<file path="src/rtl/move_scheduler.sv">
// rtl/move_scheduler.sv - segment FIFO and back-to-back sequencer feeding the DDA step timer
module move_scheduler #(
    parameter int MOVE_DEPTH = 4,
    parameter int INCR_W     = 32,
    parameter int DUR_W      = 32,
    localparam int LW        = $clog2(MOVE_DEPTH) + 1,
    localparam int PW        = $clog2(MOVE_DEPTH)
) (
    input  logic              CLK,
    input  logic              resetn,
    input  logic              enable,
    input  logic              abort,
    input  logic              push_valid,
    output logic              push_ready,
    input  logic [INCR_W-1:0] push_increment,
    input  logic              push_dir,
    input  logic [DUR_W-1:0]  push_duration,
    output logic              seg_active,
    output logic              seg_start,
    output logic              seg_done,
    output logic [INCR_W-1:0] seg_increment,
    output logic              seg_dir,
    output logic              underrun,
    output logic [LW-1:0]     queue_level,
    output logic [7:0]        done_count
);

    typedef enum logic {S_IDLE, S_RUN} state_t;

    state_t            state_q, state_d;
    logic [PW-1:0]     rd_ptr_q, rd_ptr_d, wr_ptr_q, wr_ptr_d;
    logic [LW-1:0]     level_q, level_d;
    logic [DUR_W-1:0]  remaining_q, remaining_d;
    logic              seg_active_q, seg_active_d;
    logic              seg_start_q, seg_start_d;
    logic              seg_done_q, seg_done_d;
    logic [INCR_W-1:0] seg_increment_q, seg_increment_d;
    logic              seg_dir_q, seg_dir_d;
    logic              underrun_q, underrun_d;
    logic [7:0]        done_count_q, done_count_d;

    logic [INCR_W-1:0] inc_mem_q [MOVE_DEPTH];
    logic              dir_mem_q [MOVE_DEPTH];
    logic [DUR_W-1:0]  dur_mem_q [MOVE_DEPTH];

    logic              push_fire, wr_en, pop, can_pop;
    logic [DUR_W-1:0]  head_dur;

    assign push_ready = (level_q != LW'(MOVE_DEPTH));
    assign push_fire  = push_valid && push_ready;
    assign wr_en      = push_fire && !abort;
    assign can_pop    = enable && (level_q != '0);
    assign head_dur   = dur_mem_q[rd_ptr_q];

    always_comb begin
        state_d         = state_q;
        rd_ptr_d        = rd_ptr_q;
        wr_ptr_d        = wr_ptr_q;
        level_d         = level_q;
        remaining_d     = remaining_q;
        seg_active_d    = seg_active_q;
        seg_start_d     = 1'b0;
        seg_done_d      = 1'b0;
        seg_increment_d = seg_increment_q;
        seg_dir_d       = seg_dir_q;
        underrun_d      = 1'b0;
        done_count_d    = done_count_q;
        pop             = 1'b0;

        case (state_q)
            S_IDLE: pop = can_pop;
            S_RUN: begin
                if (remaining_q != '0) begin
                    remaining_d = remaining_q - DUR_W'(1);
                end else begin
                    seg_done_d   = 1'b1;
                    done_count_d = done_count_q + 8'd1;
                    if (can_pop) begin
                        pop = 1'b1;
                    end else begin
                        state_d         = S_IDLE;
                        seg_active_d    = 1'b0;
                        seg_increment_d = '0;
                        underrun_d      = enable;
                    end
                end
            end
            default: state_d = S_IDLE;
        endcase

        // A zero duration still runs for one cycle, so the counter floors at 0.
        if (pop) begin
            state_d         = S_RUN;
            seg_active_d    = 1'b1;
            seg_start_d     = 1'b1;
            seg_increment_d = inc_mem_q[rd_ptr_q];
            seg_dir_d       = dir_mem_q[rd_ptr_q];
            remaining_d     = (head_dur == '0) ? '0 : head_dur - DUR_W'(1);
            rd_ptr_d        = rd_ptr_q + PW'(1);
        end
        if (push_fire) wr_ptr_d = wr_ptr_q + PW'(1);
        case ({push_fire, pop})
            2'b10:   level_d = level_q + LW'(1);
            2'b01:   level_d = level_q - LW'(1);
            default: level_d = level_q;
        endcase

        if (abort) begin
            state_d         = S_IDLE;
            rd_ptr_d        = '0;
            wr_ptr_d        = '0;
            level_d         = '0;
            remaining_d     = '0;
            seg_active_d    = 1'b0;
            seg_start_d     = 1'b0;
            seg_done_d      = 1'b0;
            seg_increment_d = '0;
            seg_dir_d       = seg_dir_q;
            underrun_d      = 1'b0;
            done_count_d    = done_count_q;
        end
    end

    always_ff @(posedge CLK) begin
        if (!resetn) begin
            state_q         <= S_IDLE;
            rd_ptr_q        <= '0;
            wr_ptr_q        <= '0;
            level_q         <= '0;
            remaining_q     <= '0;
            seg_active_q    <= 1'b0;
            seg_start_q     <= 1'b0;
            seg_done_q      <= 1'b0;
            seg_increment_q <= '0;
            seg_dir_q       <= 1'b0;
            underrun_q      <= 1'b0;
            done_count_q    <= '0;
        end else begin
            state_q         <= state_d;
            rd_ptr_q        <= rd_ptr_d;
            wr_ptr_q        <= wr_ptr_d;
            level_q         <= level_d;
            remaining_q     <= remaining_d;
            seg_active_q    <= seg_active_d;
            seg_start_q     <= seg_start_d;
            seg_done_q      <= seg_done_d;
            seg_increment_q <= seg_increment_d;
            seg_dir_q       <= seg_dir_d;
            underrun_q      <= underrun_d;
            done_count_q    <= done_count_d;
        end
    end

    // Storage needs no reset: level and pointers define which entries are valid.
    always_ff @(posedge CLK) begin
        if (resetn && wr_en) begin
            inc_mem_q[wr_ptr_q] <= push_increment;
            dir_mem_q[wr_ptr_q] <= push_dir;
            dur_mem_q[wr_ptr_q] <= push_duration;
        end
    end

    assign seg_active    = seg_active_q;
    assign seg_start     = seg_start_q;
    assign seg_done      = seg_done_q;
    assign seg_increment = seg_increment_q;
    assign seg_dir       = seg_dir_q;
    assign underrun      = underrun_q;
    assign queue_level   = level_q;
    assign done_count    = done_count_q;

endmodule

</file>
<file path="config.mk">
export PLATFORM = sky130hd
export DESIGN_NAME = move_scheduler
export DESIGN_NICKNAME = d
export VERILOG_FILES = /design/src/rtl/move_scheduler.sv
export SDC_FILE = /design/constraint.sdc
export NUM_CORES = 1
export LEC_CHECK = 0
export ABC_AREA = 1
export BUFFER_PORTS_ARGS = -buffer_cell sky130_fd_sc_hd__buf_2
export CAP_MARGIN = 0
export CORE_MARGIN = 1.5
export CORE_UTILIZATION = 30
export DETAILED_ROUTE_END_ITERATION = 10
export PLACE_DENSITY = 0.58
export SLEW_MARGIN = 40
export SYNTH_ARGS = -nofsm -noshare
export SYNTH_HDL_FRONTEND = slang
export SYNTH_SLANG_ARGS = --single-unit
</file>
<file path="constraint.sdc">
create_clock -name CLK -period 5.4 [get_ports CLK]
set_input_delay 0.81 -clock CLK [delete_from_list [all_inputs] [get_ports CLK]]
set_output_delay 0.81 -clock CLK [all_outputs]
set_load 0.01 [all_outputs]
</file>
---- Word-level counts from Yosys, hierarchy flattened ----
Memory sizes are Yosys's and may differ from the RTL's. A register that Yosys moved wholly into a read port is not among the register bits.
Cells that the tools add are included.
operators by class
  muxes and demuxes ....................... 27
  reductions and logical operators ........ 19
  equality and inequality tests ........... 5
  $add $sub $neg .......................... 7
  bitwise gates (word level) .............. 4
operators with widths
  operator                                                                number
  32-bit two-way mux                                                      8
  32-bit by 1-bit subtractor with 32-bit output (second input constant)   2
  32-bit zero test                                                        1
  32-bit nonzero test                                                     1
  1-bit two-way mux                                                       13
  8-bit by 1-bit adder with 8-bit output (second input constant)          1
  2-bit two-way mux                                                       4
  3-bit one-hot mux with 2 select lines                                   1
  3-bit AND reduction                                                     2
  2-bit nonzero test                                                      3
  5-bit OR reduction                                                      1
  2-bit by 1-bit adder with 2-bit output (second input constant)          2
  1-bit logical AND                                                       4
  2-bit inequality test (second input constant)                           2
  1-bit NOT                                                               4
  2-bit AND reduction                                                     2
  3-bit by 1-bit adder with 3-bit output (second input constant)          1
  3-bit inequality test (second input constant)                           1
  3-bit nonzero test                                                      1
  3-bit OR reduction                                                      1
  3-bit by 1-bit subtractor with 3-bit output (second input constant)     1
  2-bit by 1-bit equality test with 1-bit output (second input constant)  1
  2-bit equality test (second input constant)                             1
  1-bit zero test                                                         2
  other kinds (2)                                                         2
word-level totals
  memory bits (writable) .................. 260
  logic and storage cells ................. 76
  output and inout port bits .............. 49
  register bits ........................... 84
  input bits .............................. 70
  memories kept ........................... 3
memory list
  memory     words  bits a word  rd ports  clocked after Yosys merged registers in  write ports  RTL line  source
  dur_mem_q  4      32           1         1                                        1            44        logic [DUR_W-1:0] dur_mem_q [MOVE_DEPTH];
  inc_mem_q  4      32           1         1                                        1            42        logic [INCR_W-1:0] inc_mem_q [MOVE_DEPTH];
  dir_mem_q  4      1            1         1                                        1            43        logic dir_mem_q [MOVE_DEPTH];

---- Longest topological paths before layout ----
Gate-level depths: netlist of the first run.
  depth after elaboration ................. 7
  gate-level depth with buffers ........... 18
  depth with buffers taken out ............ 15

---- Worst setup path before layout of the first run ----
No wires, ideal clock.
  path type ............................... input to register
  start ................................... in resetn
  end ..................................... mem dir_mem_q[0], enable pin
  slack ................................... 0.695 ns
  library setup time ...................... 0.489 ns
  arrival ................................. 4.216 ns
  required time ........................... 4.911 ns
  buffers on the path ..................... 1
  cell stages on the path ................. 5
  path through ............................ inv_1 -> nor2_1 -> clkbuf_1 -> nand3_1 -> nor2_1
on the way
  word-level cells in the longest chain between the ends .. 3
RTL lines
  item                                     RTL line  source
  from (decl)                              10        input logic resetn,
  1-bit logical AND                        156       if (resetn && wr_en) begin
  1-bit two-way mux                        156
  1-bit two-way mux (not written as such)  158       dir_mem_q[wr_ptr_q] <= push_dir;
  to (decl)                                43
Every way passes these cells.

==> flow_summary_export.csv, run 1 <==
group,metric,value,unit
run_status,status,"finished, final reports clean",
power,powerDensity,345,nW/um^2
clock_tree,postCtsSetupBuffers,0,
clock_tree,numCtsBuffers,39,
critical_path,cp.arrival,3670,ps
worst_hold_path,holdPathStages,1,
timing,grt_setup_unrepaired,"no",
die,fp.dieH,226,um
global_routing,grt_pass1_wl,59.2,mm
route,num_vias,10700,
global_routing,grt_max_degree,87,
synthesis,yosys.area.top_type_share,52.1,%
synthesis,synth_top_family_by_area,"simple AND/OR/NAND/NOR gates",
global_routing,antenna_found_initial,9,
route,drt-initial-drc-count,814,
power,clkPwrFrac,44.1,%
global_routing,grt_pass1_vias,10500,
synthesis,synth-seq-cells,347,
clock_tree,tritoncts,"done",
placed_design,placedCellCount,2225,
synthesis,ys.flop_type,"edfxtp_1",
route,drt-pass1-iter-count,5,
die,ios,119,
timing,slew_violations,0,
timing,tightest_slew,806,ps
die,start_util,30.5,%
worst_hold_path,whs_endpoint,"inc_mem_q[3][8]",
synthesis,ys_types,36,
synthesis,ys_seq_area_share,63.7,%
synthesis,syn_inst,1494,
synthesis,syn_area,15000,um^2
power,ir_worst_vdd,0.186,mV
synthesis,synth-edff-count,260,
route,route.detailed.drc,0,
timing,maxSlewHeadroom,46.2,%
clock_tree,clockRootBuffer,"clkbuf_16",
route,final_antenna_net_count,0,
power,seqPwrFrac,48.4,%
clock_tree,cts_max_level,2,
timing,fmax,314,MHz
placed_design,dp_hpwl,23.5,mm
critical_path,critPathRequiredTime,5880,ps
power,power_leakage,6.49,nW
critical_path,setup.worst_path.start_class,"flop",
power,total_power,6.05,mW
die,rows,81,
clock_tree,clk_latency,560,ps
critical_path,rr_endpoint,"remaining_q[25]",
synthesis,ys_warn_count,0,
critical_path,r2r_slack,2220,ps
finish,final_nets,1683,
finish,layoutNonFillerInstCount,2298,
finish,syn2layout_area_growth,16.9,%
die,core-area,49200,um^2
finish,drive_gt1_share,14.8,%
synthesis,synth_compound_area_share,9.02,%
flow_run,drv_cap,0,
placed_design,gp_congestion,0.909,
timing,fin_crit,3180,ps
timing,setup_tns,0,ps
route,wl_per_cell,16.4,um
synthesis,post_synth_mux_area_share,0,%
finish,multi_input_area,4740,um^2
clock_tree,post_cts_resized,0,
die,die_area,51300,um^2
power,swShare,23.3,%
timing,hold_violations,0,
synthesis,async_flop_share,0,%
timing,fin_skew,15.5,ps
worst_hold_path,hold_path_class,"in2reg",
global_routing,grtUsageTotal,14.9,%
critical_path,rr_worst_depth,13,
clock_tree,cts_sinks,347,
clock_tree,cts_hold_buffers,0,
global_routing,overflow,0,
synthesis,synth_common_cells,"nand2_1, edfxtp_1, nor2_1, o21ai_0, nand3_1",
critical_path,crit_fanout,86,
synthesis,synthTopCellsByArea,"edfxtp_1, dfxtp_1, nand2_1, o21ai_0, nor2_1",
clock_tree,cts_max_path_buffers,3,
worst_hold_path,min_from,"push_increment[8]",
synthesis,yosysTopAreaCell,"edfxtp_1",
timing,post-route-period-util,59.0,%
synthesis,syn_nets,1574,
clock_tree,cts.clk_slew.worst_paths,60,ps
critical_path,crit_type,"reg2reg",
synthesis,syn_avg_cell_area,10.0,um^2
finish,register_area,9550,um^2
power,switchingPower,1.41,mW
timing,setup_violations,0,
placed_design,io_buffers,118,
synthesis,synthAdderAreaFrac,0.885,%
critical_path,cp-end-kind,"flop",
power,power_frac_comb,7.5,%
die,die_w,226,um
synthesis,synth_xor_area_share,2.10,%
power,p_int,4.64,mW
finish,fill_cells,4956,
synthesis,yosysMostFrequentCell,"nand2_1",
route,drt-total-wl,37.6,mm
route,via_per_inst,4.66,
synthesis,synthSimpleGateAreaFrac,19.4,%
## power groups by stage
stage / logic [mW] / clock network, mW / registers [mW]
3_3_place_gp: 0.456 / 0 / 2.98
6_report: 0.456 / 2.67 / 2.93
2_1_floorplan: 0.312 / 0 / 2.98
3_5_place_dp: 0.457 / 0 / 2.98
4_1_cts: 0.461 / 2.73 / 2.93
5_1_grt: 0.513 / 2.82 / 2.93
## flip-flops by register name (all words and copies together) (netlist names), 2 cells and up, named ones only
name / flops
done_count: 8
remaining_q: 32
seg_increment: 32
wr_ptr_q: 2
queue_level: 3
inc_mem_q: 128
rd_ptr_q: 2
dir_mem_q: 4
dur_mem_q: 128
## cells by family after synthesis
kind of cell    count (synthesis)
compound gates                256
fa+ha+maj                      10
flops                         347
buf+inv                       162
simple gates                  683
xor+xnor                       36
## per-layer routing
metal / global-route usage [%] / vias to the layer above / share of wire [%]
li1: - / 5315 / -
met1: 19.5 / 5068 / 45
met2: 24.5 / 250 / 47
met3: 3.11 / 69 / 5.5
met4: 5.27 / 14 / 2.7
met5: 0 / - / 0.25
## worst max-delay path by stage
stage / to / slack [ps] / depth (start not counted)
after CTS: remaining_q[23] / 1980 / 13
after floorplan: dir_mem_q[0] / 700 / 5
after global placement: remaining_q[21] / 2100 / 13
after global routing: remaining_q[30] / 1860 / 13
after detailed placement: remaining_q[23] / 1990 / 13
final: remaining_q[25] / 2220 / 13
## through the flow
stage | hold slack, ps | cell area, um^2 | util [%] | setup slack [ps]
floorplan | 461 | 15000 | - | 695
global placement | 446 | 16200 | 32.9 | 2100
detailed placement | 448 | 16200 | 33.0 | 1990
CTS | 431 | 17500 | 35.6 | 1980
global route | 446 | 17500 | 35.6 | 1860
finish | 457 | 17500 | 35.6 | 2220
## worst max-delay path, cell delays in order (launching register included)
cell and delay [ps]:
dfxtp_4 550, inv_6 560, buf_4 510, nand2_1 100, nand3_1 80, nand2_1 180
nand2_1 140, nor2_1 50, nand2_1 80, nor2_2 50, a21oi_2 120, buf_4 340
nand3_1 150, a21oi_1 150
## placed cells by master, fill, tap and decap left out, drive strengths merged
cell,n
clkinvlp,2
bufinv,3
nor4,1
nand4,7
clkbuf,53
o22ai,33
a21oi,58
dfxtp,87
o21a,2
nor4b,1
nand3,114
o211ai,4
ha,9
and2,3
nor3,8
fa,1
nand3b,11
xnor2,13
buf,131
inv,102
xor2,23
diode,1
o21ai,158
clkinv,10
o21bai,1
edfxtp,260
nand2,341
nor2,197
## layout make-up
cell class / instances / share of cell area, %
well taps: 664 / 4.74
diodes: 1 / 0.0143
multi-input cells: 985 / 27.1
flip-flops and latches: 347 / 54.5
repair buffers: 131 / 4.08
clock buffers: 53 / 6.27
inverters: 99 / 2.15
clock inverters: 18 / 1.13
Power figures use the tool's default switching activity.
==> run 2: changes to the inputs <==
--- a/config.mk
+++ b/config.mk
@@ -5,7 +5,7 @@
 export SDC_FILE = /design/constraint.sdc
 export NUM_CORES = 1
 export LEC_CHECK = 0
-export ABC_AREA = 1
+export ABC_AREA = 0
 export BUFFER_PORTS_ARGS = -buffer_cell sky130_fd_sc_hd__buf_2
 export CAP_MARGIN = 0
 export CORE_MARGIN = 1.5
==> constraint.sdc (replaced) <==
create_clock -name CLK -period 3.2 [get_ports CLK]
set_input_delay 0.48 -clock CLK [delete_from_list [all_inputs] [get_ports CLK]]
set_output_delay 0.48 -clock CLK [all_outputs]
set_load 0.01 [all_outputs]
==> run 2 against run 1 <==
Die area is 6.5% lower. Largest cell class unchanged. Cell count is 26% lower. Total power is 68% higher. Via count is 22% lower. Worst setup slack worse by 2100 ps. Worst hold slack worse by 320 ps. Highest routed layer unchanged. Clock power is 70% higher. Fmax is 1.9% higher. Combinational power is 55% higher. Routed wire length is 13% lower. Synthesized area is 6.6% lower. Critical endpoint is now remaining_q[12].
==> flow_summary_export.csv, run 2 <==
group,metric,value,unit
run_status,status,"finished, final reports clean",
power,total_power,10.2,mW
global_routing,grt_pass1_vias,8414,
die,start_util,30.6,%
timing,post-route-period-util,97.6,%
power,power_leakage,6.02,nW
die,die_w,219,um
timing,slew_violations,0,
die,rows,78,
timing,tightest_slew,642,ps
die,fp.dieH,219,um
clock_tree,tritoncts,"done",
synthesis,syn_inst,880,
critical_path,cp.arrival,3550,ps
critical_path,cp-end-kind,"flop",
synthesis,yosys.area.top_type_share,55.8,%
synthesis,ys_seq_area_share,68.2,%
synthesis,syn_nets,960,
synthesis,yosysTopAreaCell,"edfxtp_1",
flow_run,drv_cap,0,
critical_path,setup.worst_path.start_class,"flop",
global_routing,antenna_found_initial,7,
finish,syn2layout_area_growth,23.4,%
timing,fin_skew,21.1,ps
global_routing,grtUsageTotal,13.8,%
route,drt-total-wl,32.9,mm
power,powerDensity,588,nW/um^2
clock_tree,cts_max_path_buffers,3,
timing,hold_violations,0,
synthesis,ys_warn_count,0,
route,wl_per_cell,19.3,um
finish,layout_commonest_cell,"edfxtp_1",
route,drt-initial-drc-count,533,
critical_path,critPathRequiredTime,3630,ps
clock_tree,cts.clk_slew.worst_paths,60,ps
synthesis,syn_avg_cell_area,15.9,um^2
clock_tree,cts_hold_buffers,0,
synthesis,synth_common_cells,"edfxtp_1, dfxtp_1, mux4_2, nor2_1, nand2_1",
synthesis,synth-edff-count,260,
timing,fmax,320,MHz
clock_tree,clockRootBuffer,"clkbuf_16",
finish,drive_gt1_share,32.3,%
worst_hold_path,hold_path_class,"in2reg",
finish,final_nets,1150,
critical_path,crit_fanout,9,
finish,reg.largest.list,"dur_mem_q x128, inc_mem_q x128",
placed_design,dp_hpwl,21.8,mm
route,final_antenna_net_count,0,
placed_design,dp_worst_setup_slack,-17.1,ps
route,drt-pass1-iter-count,5,
route,via_per_inst,4.89,
finish,layout_common_cells,"edfxtp_1, buf_2, dfxtp_1",
global_routing,grt_pass1_wl,50.2,mm
finish,fin_util,37.8,%
synthesis,synth-seq-cells,347,
die,die_area,48000,um^2
timing,setup_violations,0,
timing,fin_hold_ws,133,ps
placed_design,gp_congestion,0.827,
route,route.detailed.drc,0,
synthesis,yosysMostFrequentCell,"edfxtp_1",
timing,setup_tns,0,ps
power,ir_worst_vdd,0.470,mV
synthesis,synthTopCellsByArea,"edfxtp_1, dfxtp_1, mux4_2, a22o_1, xnor2_1",
clock_tree,numCtsBuffers,37,
clock_tree,cts_sinks,347,
synthesis,ys.flop_type,"edfxtp_1",
route,num_vias,8308,
clock_tree,clk_latency,560,ps
synthesis,ys_types,59,
synthesis,async_flop_share,0,%
global_routing,overflow,0,
global_routing,grt_max_degree,35,
die,core-area,45700,um^2
timing,fin_crit,3120,ps
timing,maxSlewHeadroom,57.0,%
synthesis,syn_area,14000,um^2
timing,setup_ws,75.5,ps
critical_path,crit_type,"reg2reg",
clock_tree,cts_max_level,2,
placed_design,io_buffers,118,
die,ios,119,
-- run 2: cell count changes in the layout (fill, tap and decap cells not counted), moves of 47 or more --
cell	previous run	this run
nor2_1	177	54
buf_4	8	55
inv_1	94	11
nand3_1	111	15
mux4_2	0	58
nand2_1	323	34
o21ai_0	147	25
-- run 2: cells by family after synthesis --
| kind of cell | synth area share [%] |
|---|---|
| AND/OR/NAND/NOR | 8.44 |
| flip-flops | 68.2 |
| AO/OA/AOI/OAI | 6.61 |
| XOR/XNOR | 3.00 |
| buffers and inverters | 1.66 |
| multiplexers | 11.1 |
| adder cells (fa/ha/maj) | 0.948 |
-- run 2: final timing paths --
kind,start,endpoint,slack [ps],cells past startpoint
max reg2reg,flop,remaining_q[12],80,9
min reg2reg,seg_increment[25],seg_increment[25],470,1
max,flop,remaining_q[12],80,9
min,push_increment[19],inc_mem_q[2][19],130,1
-- run 2: where the power goes --
part	total [mW]	internal (mW)	leakage, nW	switching (mW)
Sequential	4.92	4.89	3.05	0.0296
Clock	4.54	2.76	0.630	1.78
Combinational	0.706	0.293	2.34	0.413
Total	10.2	7.94	6.02	2.23
-- run 2: final cells by class --
type                            instances  area [um^2]
Antenna cell                            2         5.00
Clock buffer                           49         1020
Clock inverter                         18          277
Fill cell                            4299        28400
Inverter                               13         48.8
Multi-Input combinational cell        482         4350
Sequential cell                       347         9550
Tap cell                              600          751
Timing Repair Buffer                  189         1270
-- run 2: metal layers --
| layer | vias to the layer above | share of wire, % | routed length [um] | GRT usage, % |
|---|---|---|---|---|
| met5 | - | 0.19 | 62 | 0 |
| met2 | 203 | 48 | 15700 | 22.8 |
| met3 | 65 | 6.0 | 1970 | 4.23 |
| met4 | 12 | 2.0 | 657 | 3.84 |
| met1 | 4154 | 44 | 14500 | 17.4 |
| li1 | 3874 | - | - | - |
-- run 2: timing repair --
| item | CTS | global route |
|---|---|---|
| setup buffers | 0 | 9 |
| gates cloned | 0 | 1 |
| endpoints found under the setup margin | 2 | 33 |
| gates resized for setup | 2 | 19 |
| pin swaps | 0 | 5 |
-- run 2: through the flow --
| step | std cells | area, um^2 |
|---|---|---|
| after floorplan | 880 | 14100 |
| after global placement | 1621 | 15800 |
| after detailed placement | 1621 | 15800 |
| after CTS | 1688 | 17100 |
| after global routing | 1698 | 17300 |
| final | 1700 | 17300 |
-- run 2: critical path: stages, from the launching register on --
cell and delay, ps:
dfxtp_4 390, buf_8 140, mux4_2 510, or4_4 550, or4_4 580, nor4b_4 290
buf_6 170, nor2_4 80, a221oi_2 250, nor2_1 60
==> run 3: changes to the inputs <==
--- a/config.mk
+++ b/config.mk
@@ -5,7 +5,7 @@
 export SDC_FILE = /design/constraint.sdc
 export NUM_CORES = 1
 export LEC_CHECK = 0
-export ABC_AREA = 0
+export ABC_AREA = 1
 export BUFFER_PORTS_ARGS = -buffer_cell sky130_fd_sc_hd__buf_2
 export CAP_MARGIN = 0
 export CORE_MARGIN = 1.5
==> run 3 against run 2 <==
Critical path depth rose by 4. Worst setup slack gained 450 ps. Worst hold slack better by 3.2 ps. Fmax is 17% higher. Flip-flop and latch count is the same. First-iteration DRC count is 40% higher. Via count increased by 30%. Combinational power increased by 12%. Sequential power barely moved. Largest cell class unchanged. Highest routed layer unchanged.
==> flow_summary_export.csv, run 3 (synthesized netlist as in run 1, its figures left out) <==
group,metric,value,unit
power,total_power,9.94,mW
critical_path,crit_fanout,65,
clock_tree,postCtsSetupBuffers,0,
timing,hold_violations,0,
placed_design,dp_hpwl,25.7,mm
global_routing,antenna_found_initial,11,
worst_hold_path,whs_endpoint,"dur_mem_q[1][6]",
die,fp.dieH,226,um
critical_path,critPathRequiredTime,3680,ps
finish,syn2layout_area_growth,18.2,%
finish,layout_common_cells,"nand2_1, edfxtp_1, nor2_1",
worst_hold_path,holdPathStages,1,
critical_path,setup.worst_path.start_class,"flop",
flow_run,drv_cap,0,
timing,fin_skew,16.3,ps
timing,post-route-period-util,83.6,%
timing,setup_tns,0,ps
die,start_util,30.5,%
clock_tree,cts_hold_buffers,0,
finish,fin_area,17700,um^2
critical_path,cp.arrival,3160,ps
finish,fill_cells,4891,
placed_design,gp_congestion,0.876,
global_routing,grt_max_degree,77,
clock_tree,cts_max_level,2,
critical_path,r2r_slack,530,ps
route,num_vias,10800,
worst_hold_path,hold_path_class,"in2reg",
worst_hold_path,min_from,"push_duration[6]",
global_routing,overflow,0,
route,wl_per_cell,16.6,um
die,die_w,226,um
global_routing,grt_pass1_wl,60.3,mm
power,power_leakage,6.58,nW
clock_tree,cts.clk_slew.worst_paths,60,ps
placed_design,io_buffers,118,
die,core-area,49200,um^2
finish,register_area,9550,um^2
route,drt-initial-drc-count,748,
placed_design,dpl_cell_area,16500,um^2
clock_tree,tritoncts,"done",
timing,maxSlewHeadroom,52.2,%
timing,fmax,374,MHz
clock_tree,numCtsBuffers,38,
global_routing,grtUsageTotal,15.3,%
global_routing,grt_pass1_vias,10600,
die,die_area,51300,um^2
clock_tree,cts_max_path_buffers,3,
timing,tightest_slew,717,ps
route,drt-pass1-iter-count,5,
finish,final_nets,1705,
run_status,status,"finished, final reports clean",
finish,layout_commonest_cell,"nand2_1",
finish,reg.largest.list,"dur_mem_q x128, inc_mem_q x128",
route,drt-total-wl,38.4,mm
placed_design,placedCellCount,2249,
timing,grt_setup_unrepaired,"no",
finish,antenna_cells,0,
clock_tree,clockRootBuffer,"clkbuf_16",
route,via_per_inst,4.67,
finish,multi_input_area,4740,um^2
finish,layoutNonFillerInstCount,2318,
critical_path,rr_endpoint,"remaining_q[19]",
critical_path,cp-end-kind,"flop",
die,ios,119,
timing,slew_violations,0,
timing,fin_crit,2670,ps
power,powerDensity,562,nW/um^2
clock_tree,clk_latency,560,ps
critical_path,crit_type,"reg2reg",
finish,drive_gt1_share,15.7,%
clock_tree,post_cts_resized,0,
critical_path,rr_worst_depth,13,
power,ir_worst_vdd,0.358,mV
route,route.detailed.drc,0,
clock_tree,cts_sinks,347,
die,rows,81,
route,final_antenna_net_count,0,
timing,setup_violations,0,
run 3: changes by cell type in the layout (fill, tap and decap cells not counted), sizes merged, moves of 13 or more:
cell and change:
buf -35, o22ai +25, a21oi +27, inv +88
xnor2 -13, mux4 -65, nor3 -17, nand2 +307
o21ai +131, nor2 +139, a22o -33, nand3 +99
run 3: layout make-up:
class | instances | share of cell area, %
clock buffers | 46 | 5.60
clock inverters | 23 | 1.22
inverters | 99 | 2.11
multi-input cells | 985 | 26.8
flip-flops and latches | 347 | 54.0
well taps | 664 | 4.69
repair buffers | 154 | 5.64
run 3: routing by layer:
layer	vias up	share of wire, %	track usage (%)
met1	5127	45	19.8
met2	231	47	25.3
li1	5373	-	-
met3	74	5.6	3.55
met5	-	0.34	0
met4	20	2.3	4.47
run 3: power breakdown:
group          switching, mW  internal, mW
logic                  0.520         0.268
registers             0.0334          4.90
clock network           1.82          2.41
run 3: worst max-delay path by stage:
stage,end,slack [ps]
6_report,remaining_q[19],530
5_1_grt,remaining_q[19],260
4_1_cts,remaining_q[19],520
3_5_place_dp,remaining_q[19],540
3_3_place_gp,remaining_q[23],580
2_1_floorplan,dir_mem_q[0],-150
run 3: worst max-delay path, stage by stage, from the launching register on:
cell and delay, ps:
dfxtp_4 440, inv_4 510, nand2_1 110, nand3_1 90
nand2_1 90, ha_1 240, nand2_1 120, nor2_4 60
nand2_2 100, nor2_2 70, a21oi_2 140, buf_4 240
nand3_1 170, a21oi_1 180
run 3: stage by stage:
step | hold slack, ps | worst slack [ps] | util [%]
floorplan | 461 | -154 | -
finish | 137 | 526 | 36.0
global placement | 444 | 584 | 33.6
detailed placement | 449 | 540 | 33.6
CTS | 103 | 520 | 36.0
global route | 129 | 257 | 36.0
